## config.mk

```make
export PLATFORM = sky130hd
export DESIGN_NAME = hpdl_line_editor
export DESIGN_NICKNAME = d
export VERILOG_FILES = /design/src/rtl/hpdl_pkg.sv /design/src/rtl/hpdl_char_map.sv /design/src/rtl/hpdl_line_editor.sv
export SDC_FILE = /design/constraint.sdc
export NUM_CORES = 1
export LEC_CHECK = 0
export ABC_AREA = 1
export BUFFER_PORTS_ARGS = -buffer_cell sky130_fd_sc_hd__buf_4
export CAP_MARGIN = 25
export CORE_AREA = 3 3 57 59
export DETAILED_ROUTE_END_ITERATION = 10
export DIE_AREA = 0 0 60 62
export PLACE_DENSITY = 0.77
export SLEW_MARGIN = 20
export SYNTH_ARGS = -nofsm -noshare
export SYNTH_HDL_FRONTEND = slang
export SYNTH_SLANG_ARGS = --single-unit
```

## constraint.sdc

```tcl
create_clock -name CLK_i -period 1.9 [get_ports CLK_i]
set_input_delay 0.095 -clock CLK_i [delete_from_list [all_inputs] [get_ports CLK_i]]
set_output_delay 0.095 -clock CLK_i [all_outputs]
set_load 0.005 [all_outputs]
```

## src/rtl/hpdl_pkg.sv

```systemverilog
// Shared constants and types for the HPDL-1414 line editor and its character classifier.
package hpdl_pkg;

    localparam logic [7:0] CH_BKSP     = 8'h08;
    localparam logic [7:0] CH_FF       = 8'h0C;
    localparam logic [7:0] CH_CR       = 8'h0D;
    localparam logic [6:0] CH_SPACE    = 7'h20;
    localparam logic [7:0] CH_PRINT_LO = 8'h20;
    localparam logic [7:0] CH_PRINT_HI = 8'h5F;
    localparam logic [7:0] CH_LOWER_LO = 8'h61;
    localparam logic [7:0] CH_LOWER_HI = 8'h7A;
    localparam logic [7:0] CASE_FOLD   = 8'h20;

    typedef enum logic [2:0] {
        CLS_PRINT,
        CLS_BKSP,
        CLS_CR,
        CLS_FF,
        CLS_BAD
    } char_class_t;

    typedef enum logic {
        ST_IDLE,
        ST_CLEAR
    } ed_state_t;

endpackage

```

## src/rtl/hpdl_char_map.sv

```systemverilog
// Combinational byte classifier: maps a received byte to its class and the 7-bit HPDL code.
module hpdl_char_map
    import hpdl_pkg::*;
(
    input  logic [7:0]  rx_byte,
    output char_class_t char_cls,
    output logic [6:0]  char_code
);

    logic [7:0] folded;

    always_comb begin
        char_cls  = CLS_BAD;
        char_code = CH_SPACE;
        folded    = rx_byte - CASE_FOLD;
        if (rx_byte >= CH_PRINT_LO && rx_byte <= CH_PRINT_HI) begin
            char_cls  = CLS_PRINT;
            char_code = rx_byte[6:0];
        end else if (rx_byte >= CH_LOWER_LO && rx_byte <= CH_LOWER_HI) begin
            // the display has no lowercase glyphs, so fold onto the uppercase ones
            char_cls  = CLS_PRINT;
            char_code = folded[6:0];
        end else begin
            case (rx_byte)
                CH_BKSP: char_cls = CLS_BKSP;
                CH_CR:   char_cls = CLS_CR;
                CH_FF:   char_cls = CLS_FF;
                default: char_cls = CLS_BAD;
            endcase
        end
    end

endmodule

```

## src/rtl/hpdl_line_editor.sv

```systemverilog
// Line editor between the UART receiver and the HPDL-1414 character memory:
// turns received bytes into registered memory writes and tracks the cursor.
//
// state    | meaning
// ---------+-----------------------------------------------------------
// ST_IDLE  | waiting for bytes; each strobe gives at most one write
// ST_CLEAR | writing spaces to every position, incoming bytes dropped
module hpdl_line_editor
    import hpdl_pkg::*;
#(
    parameter int DISPLAY_LENGTH = 16,
    parameter int ADDR_W         = 4,
    parameter int WRAP           = 1,
    parameter int CLEAR_ON_RESET = 1
) (
    input  logic              CLK_i,
    input  logic              RST_i,
    input  logic              rx_valid_i,
    input  logic [7:0]        rx_data_i,
    output logic              wr_en_o,
    output logic [ADDR_W-1:0] wr_addr_o,
    output logic [6:0]        wr_data_o,
    output logic [ADDR_W-1:0] cursor_o,
    output logic              busy_o,
    output logic              rx_drop_o
);

    localparam logic [ADDR_W-1:0] LAST_POS  = ADDR_W'(DISPLAY_LENGTH - 1);
    localparam logic [ADDR_W-1:0] ONE       = ADDR_W'(1);
    localparam ed_state_t         RST_STATE = (CLEAR_ON_RESET != 0) ? ST_CLEAR : ST_IDLE;

    ed_state_t         state_q, state_d;
    logic [ADDR_W-1:0] cursor_q, cursor_d;
    logic [ADDR_W-1:0] clr_cnt_q, clr_cnt_d;
    logic              wr_en_q, wr_en_d;
    logic [ADDR_W-1:0] wr_addr_q, wr_addr_d;
    logic [6:0]        wr_data_q, wr_data_d;
    logic              drop_q, drop_d;

    char_class_t       char_cls;
    logic [6:0]        char_code;

    hpdl_char_map u_char_map (
        .rx_byte   (rx_data_i),
        .char_cls  (char_cls),
        .char_code (char_code)
    );

    always_ff @(posedge CLK_i) begin
        if (RST_i) begin
            state_q   <= RST_STATE;
            cursor_q  <= '0;
            clr_cnt_q <= '0;
            wr_en_q   <= 1'b0;
            wr_addr_q <= '0;
            wr_data_q <= CH_SPACE;
            drop_q    <= 1'b0;
        end else begin
            state_q   <= state_d;
            cursor_q  <= cursor_d;
            clr_cnt_q <= clr_cnt_d;
            wr_en_q   <= wr_en_d;
            wr_addr_q <= wr_addr_d;
            wr_data_q <= wr_data_d;
            drop_q    <= drop_d;
        end
    end

    always_comb begin
        state_d   = state_q;
        cursor_d  = cursor_q;
        clr_cnt_d = clr_cnt_q;
        wr_en_d   = 1'b0;
        wr_addr_d = wr_addr_q;
        wr_data_d = wr_data_q;
        drop_d    = drop_q;

        case (state_q)
            ST_IDLE: begin
                if (rx_valid_i) begin
                    case (char_cls)
                        CLS_PRINT: begin
                            wr_en_d   = 1'b1;
                            wr_addr_d = cursor_q;
                            wr_data_d = char_code;
                            if (cursor_q == LAST_POS)
                                cursor_d = (WRAP != 0) ? '0 : cursor_q;
                            else
                                cursor_d = cursor_q + ONE;
                        end
                        CLS_BKSP: begin
                            if (cursor_q != '0) begin
                                cursor_d  = cursor_q - ONE;
                                wr_en_d   = 1'b1;
                                wr_addr_d = cursor_q - ONE;
                                wr_data_d = CH_SPACE;
                            end
                        end
                        CLS_CR: cursor_d = '0;
                        CLS_FF: begin
                            cursor_d  = '0;
                            clr_cnt_d = '0;
                            state_d   = ST_CLEAR;
                        end
                        default: drop_d = 1'b1;
                    endcase
                end
            end
            ST_CLEAR: begin
                // one space per cycle; the count, not the cursor, walks the addresses
                wr_en_d   = 1'b1;
                wr_addr_d = clr_cnt_q;
                wr_data_d = CH_SPACE;
                cursor_d  = '0;
                if (rx_valid_i)
                    drop_d = 1'b1;
                if (clr_cnt_q == LAST_POS) begin
                    clr_cnt_d = '0;
                    state_d   = ST_IDLE;
                end else begin
                    clr_cnt_d = clr_cnt_q + ONE;
                end
            end
            default: state_d = ST_IDLE;
        endcase
    end

    assign wr_en_o   = wr_en_q;
    assign wr_addr_o = wr_addr_q;
    assign wr_data_o = wr_data_q;
    assign cursor_o  = cursor_q;
    assign busy_o    = (state_q == ST_CLEAR);
    assign rx_drop_o = drop_q;

endmodule

```

# ---- Word level (Yosys, flattened, before mapping)
# Cells that the tools add are included.
dict set report classes {
  bitwise_logic 1
  addsub 4
  muxes 33
  n_eq_ne 15
  n_reduce_logical 10
  magnitude_cmp 4
}
# operator n
set op_table {}
lappend op_table {{$pmux 4 s2} 4}
lappend op_table {{$mux 4} 7}
lappend op_table {{$mux 7} 4}
lappend op_table {{$pmux 7 s2} 2}
lappend op_table {{$eq 8x4->1 const B} 3}
lappend op_table {{$le 8x7->1 const B} 2}
lappend op_table {{$pmux 4 s3} 1}
lappend op_table {{$pmux 3 s3} 1}
lappend op_table {{$reduce_and 3->1} 3}
lappend op_table {{$add 4x1->4 const B} 2}
lappend op_table {{$eq 4x4->1 const B} 2}
lappend op_table {{$ge 8x6->1 const B} 1}
lappend op_table {{$ge 8x7->1 const B} 1}
lappend op_table {{$mux 1} 8}
lappend op_table {{$pmux 1 s2} 4}
lappend op_table {{$sub 7x6->7 const B} 1}
lappend op_table {{$eq 3x2->1 const B} 2}
lappend op_table {{$mux 3} 2}
lappend op_table {{$ne 2x2->1 const B} 3}
lappend op_table {{$ne 4x2->1 const B} 1}
lappend op_table {{$reduce_bool 4->1} 1}
lappend op_table {{$reduce_or 4->1} 1}
lappend op_table {{$sub 4x1->4 const B} 1}
lappend op_table {{$eq 3x1->1 const B} 1}
lappend op_table {{other kinds (8)} 9}
dict set report totals {
  out_inout_bits 18
  register_bits 22
  elab_cells 74
}

# ---- Logic depth before layout (Yosys ltp)
# Gate-level depths: netlist of the first run.
dict set report depth {
  word_depth 9
  depth_mapped 13
  ltp_nobuf 12
}

# ---- Cells and area by module
# From an unflattened synthesis of the first run, not the netlist that was laid out.
dict set report unflattened {
  hier_cells 222
  hier_area_um2 1451.4
}
# module n_inst cells_per_inst seq_area_each_um2 area_each_um2
set by_module_without_submodules {}
lappend by_module_without_submodules {hpdl_line_editor 1 170 440.4 1199.9}
lappend by_module_without_submodules {hpdl_char_map 1 52 0.0 251.5}

# ---- Least setup slack after synthesis of the first run
# Ideal clock, no wire load.
dict set report synth_timing {
  path_kind {reg2reg}
  startpoint {register cursor_q[0], in the netlist cursor_o[0]}
  endpoint {register wr_addr_q[3], in the netlist wr_addr_o[3]}
  setup_ns 0.113
  t_arrival_ns 1.368
  path_slack_ns 0.419
  path_stages_with_launch 10
  period_less_slack_ns 1.481
  cell_sequence {dfxtp_1 > inv_1 > ha_1 > nand4_1 > o22a_1 > buf_6 > nand2_4 > buf_6 > nor2_1 > nor2_1}
}
dict set report synth_via {
  elab_chain_cells 5
  elab_cells_between_ends 8
  classes_between {add/sub (1); eq/ne (1); mux (4); reduce/logical (2)}
}
# item line
set synth_rtl {}
lappend synth_rtl {{from (decl)} hpdl_line_editor.sv:33} ;# logic [ADDR_W-1:0] cursor_q, cursor_d;
lappend synth_rtl {{from (signal assigned)} hpdl_line_editor.sv:60} ;# cursor_q <= cursor_d;
lappend synth_rtl {{$sub 4x1->4} hpdl_line_editor.sv:95} ;# wr_addr_d = cursor_q - ONE;
lappend synth_rtl {{$mux 4} hpdl_line_editor.sv:92} ;# if (cursor_q != '0) begin
lappend synth_rtl {{$pmux 4 s2} hpdl_line_editor.sv:81} ;# case (char_cls)
lappend synth_rtl {{$mux 4} hpdl_line_editor.sv:80} ;# if (rx_valid_i) begin
lappend synth_rtl {{$pmux 4 s2} hpdl_line_editor.sv:78} ;# case (state_q)
lappend synth_rtl {{to (signal assigned)} hpdl_line_editor.sv:63} ;# wr_addr_q <= wr_addr_d;
lappend synth_rtl {{to (decl)} hpdl_line_editor.sv:36} ;# logic [ADDR_W-1:0] wr_addr_q, wr_addr_d;
# Parallel ways exist; a longest one is shown, timed or not. The select of a mux whose other input is x is not followed.
# A chain may end at the register's enable or synchronous reset.

# ---- Final worst setup path of the first run
dict set report layout_timing {
  startpoint {register cursor_q[0], in the netlist cursor_o[0]}
  endpoint {register wr_data_q[0], in the netlist wr_data_o[0]}
}
dict set report layout_via {
  elab_chain_cells 3
}
# item line
set layout_rtl {}
lappend layout_rtl {{$reduce_bool 4->1} hpdl_line_editor.sv:92}
lappend layout_rtl {{$ne 3x3->1 (no source line)} -}
lappend layout_rtl {{$reduce_and 3->1 (no source line)} -}
lappend layout_rtl {{to (signal assigned)} hpdl_line_editor.sv:64} ;# wr_data_q <= wr_data_d;
lappend layout_rtl {{to (decl)} hpdl_line_editor.sv:37} ;# logic [6:0] wr_data_q, wr_data_d;
# Every way passes these cells.

==> results of run 1 <==
-- layout make-up --
class	count	area [um2]	area share, %
multi-input cells	171	898.4	50.53
clock buffers	3	22.52	1.267
inverters	26	97.59	5.489
flip-flops and latches	22	440.4	24.77
well taps	31	38.79	2.182
repair buffers	33	250.2	14.07
clock inverters	1	30.03	1.689
-- per-stage QoR --
| step | cells | worst slack [ns] |
|---|---|---|
| after detailed placement | 282 | 0.3270 |
| after CTS | 287 | 0.2867 |
| after global placement | 282 | 0.3674 |
| after global routing | 287 | 0.07865 |
| after floorplan | 226 | 0.4195 |
| final | 287 | 0.2777 |
-- flip-flops by register name (all words and copies together), names as in the netlist --
register / flops
wr_en_o: 1
clr_cnt_q: 4
wr_data_o: 7
rx_drop_o: 1
wr_addr_o: 4
cursor_o: 4
busy_o: 1
-- final timing paths --
path | from | end | slack, ns | cells after the start
worst max-delay path | cursor_o[0] | wr_data_o[0] | 0.28 | 9
worst min-delay path | rx_valid_i | rx_drop_o | 0.05 | 3
worst max register to register | cursor_o[0] | wr_data_o[0] | 0.28 | 9
worst min register to register | wr_data_o[5] | wr_data_o[5] | 0.50 | 2
-- critical path: stages, from the launching register on --
cell and delay [ns]:
dfxtp_1 0.44, inv_1 0.13, ha_1 0.21, nand4_1 0.09
o22a_1 0.14, buf_4 0.21, nand2_4 0.13, nand2_1 0.08
nand2_1 0.04, nor2_1 0.10
-- logic make-up (layout without fill, tap and decap cells) --
group | count (synthesis) | in the layout | synth area share (%)
DFF | 22 | 22 | 29.63
and+or+nand+nor | 127 | 127 | 39.98
xor gates and xnor gates | 2 | 2 | 1.179
adders and majority gates | 6 | 6 | 5.050
AOI/OAI and AO/OA | 34 | 34 | 12.88
muxes | 2 | 2 | 1.347
buffers and inverters | 33 | 63 | 9.933
-- cell usage in the layout (no fill, tap or decap) --
cell            n
a211oi_1        1
a21oi_1        14
o21a_1          1
ha_1            6
nand2_2         3
o21bai_1        1
a21oi_2         1
nand4_2         1
nor2_1         33
clkbuf_4        3
nor2_4          2
bufinv_16       1
o22a_1          1
o21ai_2         1
nand4_1         4
buf_4          32
nand4_4         1
inv_1          24
nand3_1        27
o21ai_1         1
inv_2           2
xor2_1          2
mux2i_1         2
nand2_1        52
o21ai_0        12
nand2_4         3
o211ai_1        1
dlygate4sd3_1   1
dfxtp_1        22
nor2_2          1
-- where the power goes --
group / internal [uW] / total, uW / switching [uW] / leakage [uW]
combinational: 50.4 / 116 / 65.8 / 0.000671
sequential: 473 / 484 / 10.6 / 0.000179
clock: 213 / 364 / 151 / 0.0000279
-- layer usage --
metal  part of all wire [%]  wire (um)  vias up
met2                     47       1528       33
met4                    1.9         61        0
met3                    4.4        143        8
met1                     47       1540      650
met5                      0          0        -
li1                       -          -      794
==> results by group, run 1 <==
Outcome
  – Status: finished, final reports clean

Synth
  – Top cells by area, synth: dfxtp_1 (30%), nand2_1 (13%), nand3_1 (9.1%), nor2_1 (8.3%), inv_1 (6.1%)
  – Most frequent cell after synthesis: nand2_1
  – Seq/Total Area, Yosys: 29.63%
  – Synth area leader: dfxtp_1
  – Seq cells post-synth: 22
  – Syn Inst Count: 226
  – Syn. warnings: 0
  – Post-synth EDFFs: 0
  – Synth top cells by count: nand2_1 (52), nor2_1 (33), nand3_1 (27)
  – Avg Cell Area, Syn: 6.577 um2
  – Synthesized area: 1486 um2
  – Unique cell type count in the Yosys netlist: 30
  – Primary FF master, synth: dfxtp_1
  – Post-synth top area share: between 20 and 30%
  – Ys async rst share: 0%
  – Syn nets: around 240

Die
  – Ports: 29
  – Die area: 3720 um2
  – Core ar.: 2758 um2
  – Starting Density: 53.90%
  – Die H: 62 um
  – Row cnt: 19
  – DIE WIDTH: 60 um

Global route
  – Global-route wire length before repair: 5.699 mm
  – Initial antenna violation count: 0
  – Met1 GRT Util: 25.84%
  – Tot GR Track Use: roughly a fifth
  – Gr ovfl total: 0
  – Largest net degree at the start of global routing: 18
  – Vias in the first global route: 1361
  – GR peak layer: met2
  – Met2 Usage GRT: approximately a third
  – GR Util met3: ~3.3%

Clock network
  – CTS Buffer Depth: 2
  – H-tree depth: 1
  – TritonCTS Buffers: 3
  – Hold-fix buffers, CTS: 1
  – CTS Root Cell: clkbuf_4
  – Resize count post-CTS: 0
  – Clk pin slew, worst setup/hold paths: around 0.13 ns
  – CTS sink count: 22
  – Setup repair bufs after CTS: 0
  – CTS tree: done
  – Clk_lat worst skew: 0.31 ns

Place
  – DP Area: between 1500 and 2000 um2
  – Port bufs: 28
  – Post-DP HPWL: 2.536 mm
  – Routability Congestion: 0.8774

Drt
  – ANT nets after route: 0
  – WL/cell: around 11 um
  – Via count: 1485
  – Pre-antenna DRT Iters: 4
  – Drt total wl: between 3 and 4 mm
  – Residual DRC count: 0
  – Initial DRC count: 60
  – Vias/cell: 5.174

Final layout
  – Nets: between 200 and 300
  – Ant diodes: 0
  – Layout area overhead: 19.61%
  – Filler cells: 250
  – Final Util: 64.47%
  – Layout cells sized above 1: 19.92%
  – Design area: 1778 um2

Timing
  – Min Hold Slack: ~0.050 ns
  – Final Hold Vio Count: 0
  – Fin. max-slew vios: 0
  – RSZ-0062 raised after global routing: no
  – Worst-margin pin slew: 0.5158 ns
  – Relative slew slack: 65.57%
  – Period utilization: 85.38%
  – Post-layout min period: around 1.6 ns
  – Fmax achieved: 0.6164 GHz
  – Final setup violation count: 0
  – Setup TNS Final: 0 ns
  – Layout Skew: 0.001177 ns

Worst setup path
  – Critical Path Sink Type: flip-flop
  – WS Path Type: reg2reg
  – WP data required: 2.16 ns
  – CP Max Fanout: 17
  – CP Launch Type: flip-flop
  – Critical path arrival: approximately 1.9 ns

Job
  – Max Cap Viol: 0

Power
  – Leak pwr: 0.0008782 uW
  – Pwr/cell area: 542.3 nW/um2
  – Peak VDD IR: 0.5075 mV
  – Final Total Pwr: 964.1 uW

Hold path
  – Hold Crit Class: in2reg
Note: power is estimated with default switching activity, not from simulation.
==> run 2: changes to the inputs <==
--- a/config.mk
+++ b/config.mk
@@ -6,12 +6,12 @@
 export NUM_CORES = 1
 export LEC_CHECK = 0
 export ABC_AREA = 1
-export BUFFER_PORTS_ARGS = -buffer_cell sky130_fd_sc_hd__buf_4
 export CAP_MARGIN = 25
-export CORE_AREA = 3 3 57 59
+export CORE_AREA = 3 3 56 58
 export DETAILED_ROUTE_END_ITERATION = 10
-export DIE_AREA = 0 0 60 62
-export PLACE_DENSITY = 0.77
+export DIE_AREA = 0 0 59 61
+export DONT_BUFFER_PORTS = 1
+export PLACE_DENSITY = 0.7
 export SLEW_MARGIN = 20
 export SYNTH_ARGS = -nofsm -noshare
 export SYNTH_HDL_FRONTEND = slang
==> results by group, run 2 (synthesis results as in run 1) <==
Outcome
  – Status: finished, final reports clean

Global route
  – GR Util met3: 3.617% (+0.31 points)
  – Vias in the first global route: 1241 (-8.8%)
  – GR peak layer: met2
  – Met1 GRT Util: 25.61% (-0.23 points)
  – Tot GR Track Use: 19.08% (-0.67 points)
  – Initial antenna violation count: 0 (unchanged)
  – Met2 Usage GRT: 31.07% (-2.0 points)
  – Largest net degree at the start of global routing: 17 (-1)
  – Global-route wire length before repair: 5.368 mm (-5.8%)
  – Gr ovfl total: 0 (unchanged)

Worst setup path
  – Critical Path Sink Type: flip-flop
  – WP data required: 2.11 ns (-0.05 ns)
  – Worst Reg-to-Reg Cells: 8 (-1)
  – Critical path arrival: 1.78 ns (-0.10 ns)
  – Slowest CP cell: dfxtp_1
  – CP peak stage delay: 0.34 ns (-0.10 ns)
  – WS Path Type: reg2reg
  – CP cell instances: inv_1 > ha_1 > nand4_1 > o22a_1 > buf_4 > nand3_1 > nand2_1 > nor2_1
  – FF-to-FF Start: cursor_o[0]
  – R2r endpoint: wr_addr_o[2]
  – CP Max Fanout: 9 (-8)
  – CP Launch Type: flip-flop
  – Flop2flop setup slack: 0.33 ns (+0.05 ns)

Hold path
  – Hold Crit Class: in2reg
  – WHS Path Cells: 4 (+1)
  – WHS Endpoint: wr_data_o[3]
  – Hold wc startpoint: rx_data_i[3]

Place
  – DP Area: 1520 um2 (-11%)
  – Pre-CTS WS: 0.3431 ns (+0.01609 ns)
  – Port bufs: 0 (-100%)
  – Post-DP HPWL: 2.606 mm (+2.7%)
  – Routability Congestion: 0.9202 (+4.9%)
  – Dpl cells: 256 (-9.2%)

Drt
  – Drt total wl: 3.357 mm (+2.5%)
  – Via count: 1437 (-3.2%)
  – Vias/cell: 5.485 (+6.0%)
  – Initial DRC count: 66 (+10%)
  – ANT nets after route: 0 (unchanged)
  – Pre-antenna DRT Iters: 4 (unchanged)
  – WL/cell: 12.81 um (+12%)
  – Residual DRC count: 0 (unchanged)

Clock network
  – Resize count post-CTS: 0 (unchanged)
  – Clk pin slew, worst setup/hold paths: 0.12 ns (about the same)
  – H-tree depth: 1 (unchanged)
  – CTS Buffer Depth: 2 (unchanged)
  – Clk_lat worst skew: 0.31 ns (about the same)
  – CTS tree: done
  – TritonCTS Buffers: 3 (unchanged)
  – CTS sink count: 22 (unchanged)
  – CTS Root Cell: clkbuf_4

Final layout
  – Layout area overhead: 6.060%
  – Most frequent cells in the layout: nand2_1 (52), nor2_1 (33), nand3_1 (27)
  – Fin cells: 262 (-8.7%)
  – Layout cells sized above 1: 10.82% (-9.1 points)
  – Largest register FFs: 7 (unchanged)
  – Design area: 1577 um2 (-11%)
  – Leading cell type in the layout, fill and taps excluded: nand2_1
  – Ant diodes: 0 (unchanged)
  – Nets: 249 (-9.1%)

Power
  – Combinational share of power: 10.0% (-2.1 points)
  – Leak pwr: 0.0007448 uW (-15%)
  – Design internal power: 620.9 uW (-16%)
  – Peak VDD IR: 0.4396 mV (-13%)
  – Clock share of power: 31.1% (-6.7 points)
  – P_sw: 203.8 uW (-10%)
  – Final Total Pwr: 824.7 uW (-14%)
  – Pwr/cell area: 523.1 nW/um2 (-3.5%)
  – Sw Ratio: 24.71% (+1.1 points)
  – Flop pwr share: 58.9% (+8.7 points)

Die
  – Die area: 3599 um2 (-3.3%)
  – Starting Density: 54.85% (+0.95 points)
  – Ports: 29 (unchanged)
  – Core ar.: 2710 um2 (-1.7%)
  – Die H: 61 um (-1.6%)
  – Row cnt: 19 (unchanged)
  – DIE WIDTH: 59 um (-1.7%)

Timing
  – Final setup violation count: 0 (unchanged)
  – RSZ-0062 raised after global routing: no
  – Relative slew slack: 68.50% (+2.9 points)
  – Slack of the critical path: 0.3322 ns (+0.05450 ns)
  – Setup TNS Final: 0 ns (unchanged)
  – Worst-margin pin slew: 0.4720 ns (-0.04385 ns)
  – Layout Skew: 0.003607 ns (+0.002430 ns)
  – Fin. max-slew vios: 0 (unchanged)
  – Fmax achieved: 0.6378 GHz (+3.5%)
  – Period utilization: 82.52% (-2.9 points)
  – Post-layout min period: 1.568 ns (-0.05450 ns)
  – Final Hold Vio Count: 0 (unchanged)

Job
  – Max Cap Viol: 0 (unchanged)
run 2: cell count changes in the layout (fill, tap and decap cells not counted):
| cell | change |
|---|---|
| bufinv_16 | -1 |
| buf_4 | -26 |
| dlygate4sd3_1 | +1 |
| clkbuf_8 | +1 |
run 2: critical path: cells and delay by family, from the launching register on:
kind / cells / cell delay (ns)
flip-flops: 1 / 0.34
AO/OA/AOI/OAI: 1 / 0.34
buffers and inverters: 2 / 0.32
AND/OR/NAND/NOR: 4 / 0.27
adder cells (fa/ha/maj): 1 / 0.20
run 2: worst max path at each step:
stage            startpoint            to  slack (ns)  cells past startpoint
6_report        cursor_o[0]  wr_addr_o[2]        0.33                      8
5_1_grt         cursor_o[3]  wr_data_o[3]        0.17                      7
4_1_cts         cursor_o[0]  wr_data_o[2]        0.33                      8
3_5_place_dp    cursor_o[0]  wr_data_o[2]        0.34                      8
3_3_place_gp   rx_data_i[0]  wr_addr_o[0]        0.38                     11
2_1_floorplan   cursor_o[0]  wr_addr_o[3]        0.42                      9
run 2: timing repair:
item	in CTS	in global routing
endpoints found under the setup margin	0	0
hold endpoints to repair	6	0
buffers inserted	0	0
hold buffers	2	0
run 2: layout make-up:
type,instances,area [um2]
fill,257,1134
multi-input combinational,171,898.4
sequential,22,440.4
inverter,26,97.59
timing repair buffer,8,65.06
tap,31,38.79
clock buffer,4,36.28
run 2: metrics by stage:
step	hold WS (ns)	utilization, %
2_1_floorplan	0.1641	-
3_5_place_dp	0.1697	56.09
5_1_grt	0.09140	58.17
4_1_cts	0.02587	58.17
3_3_place_gp	0.1664	56.09
6_report	0.02919	58.17
run 2: routing by layer:
metal | routed length (um) | vias up
met5 | 0 | -
met4 | 40 | 0
met3 | 221 | 5
met2 | 1524 | 44
met1 | 1571 | 642
li1 | - | 746
run 2: power groups by stage:
stage	registers (uW)	logic (uW)	clock network [uW]
global placement	495	75.5	0
global route	487	95.2	271
detailed placement	496	78.4	0
finish	486	82.7	256
CTS	485	83.5	260
floorplan	492	66.5	0
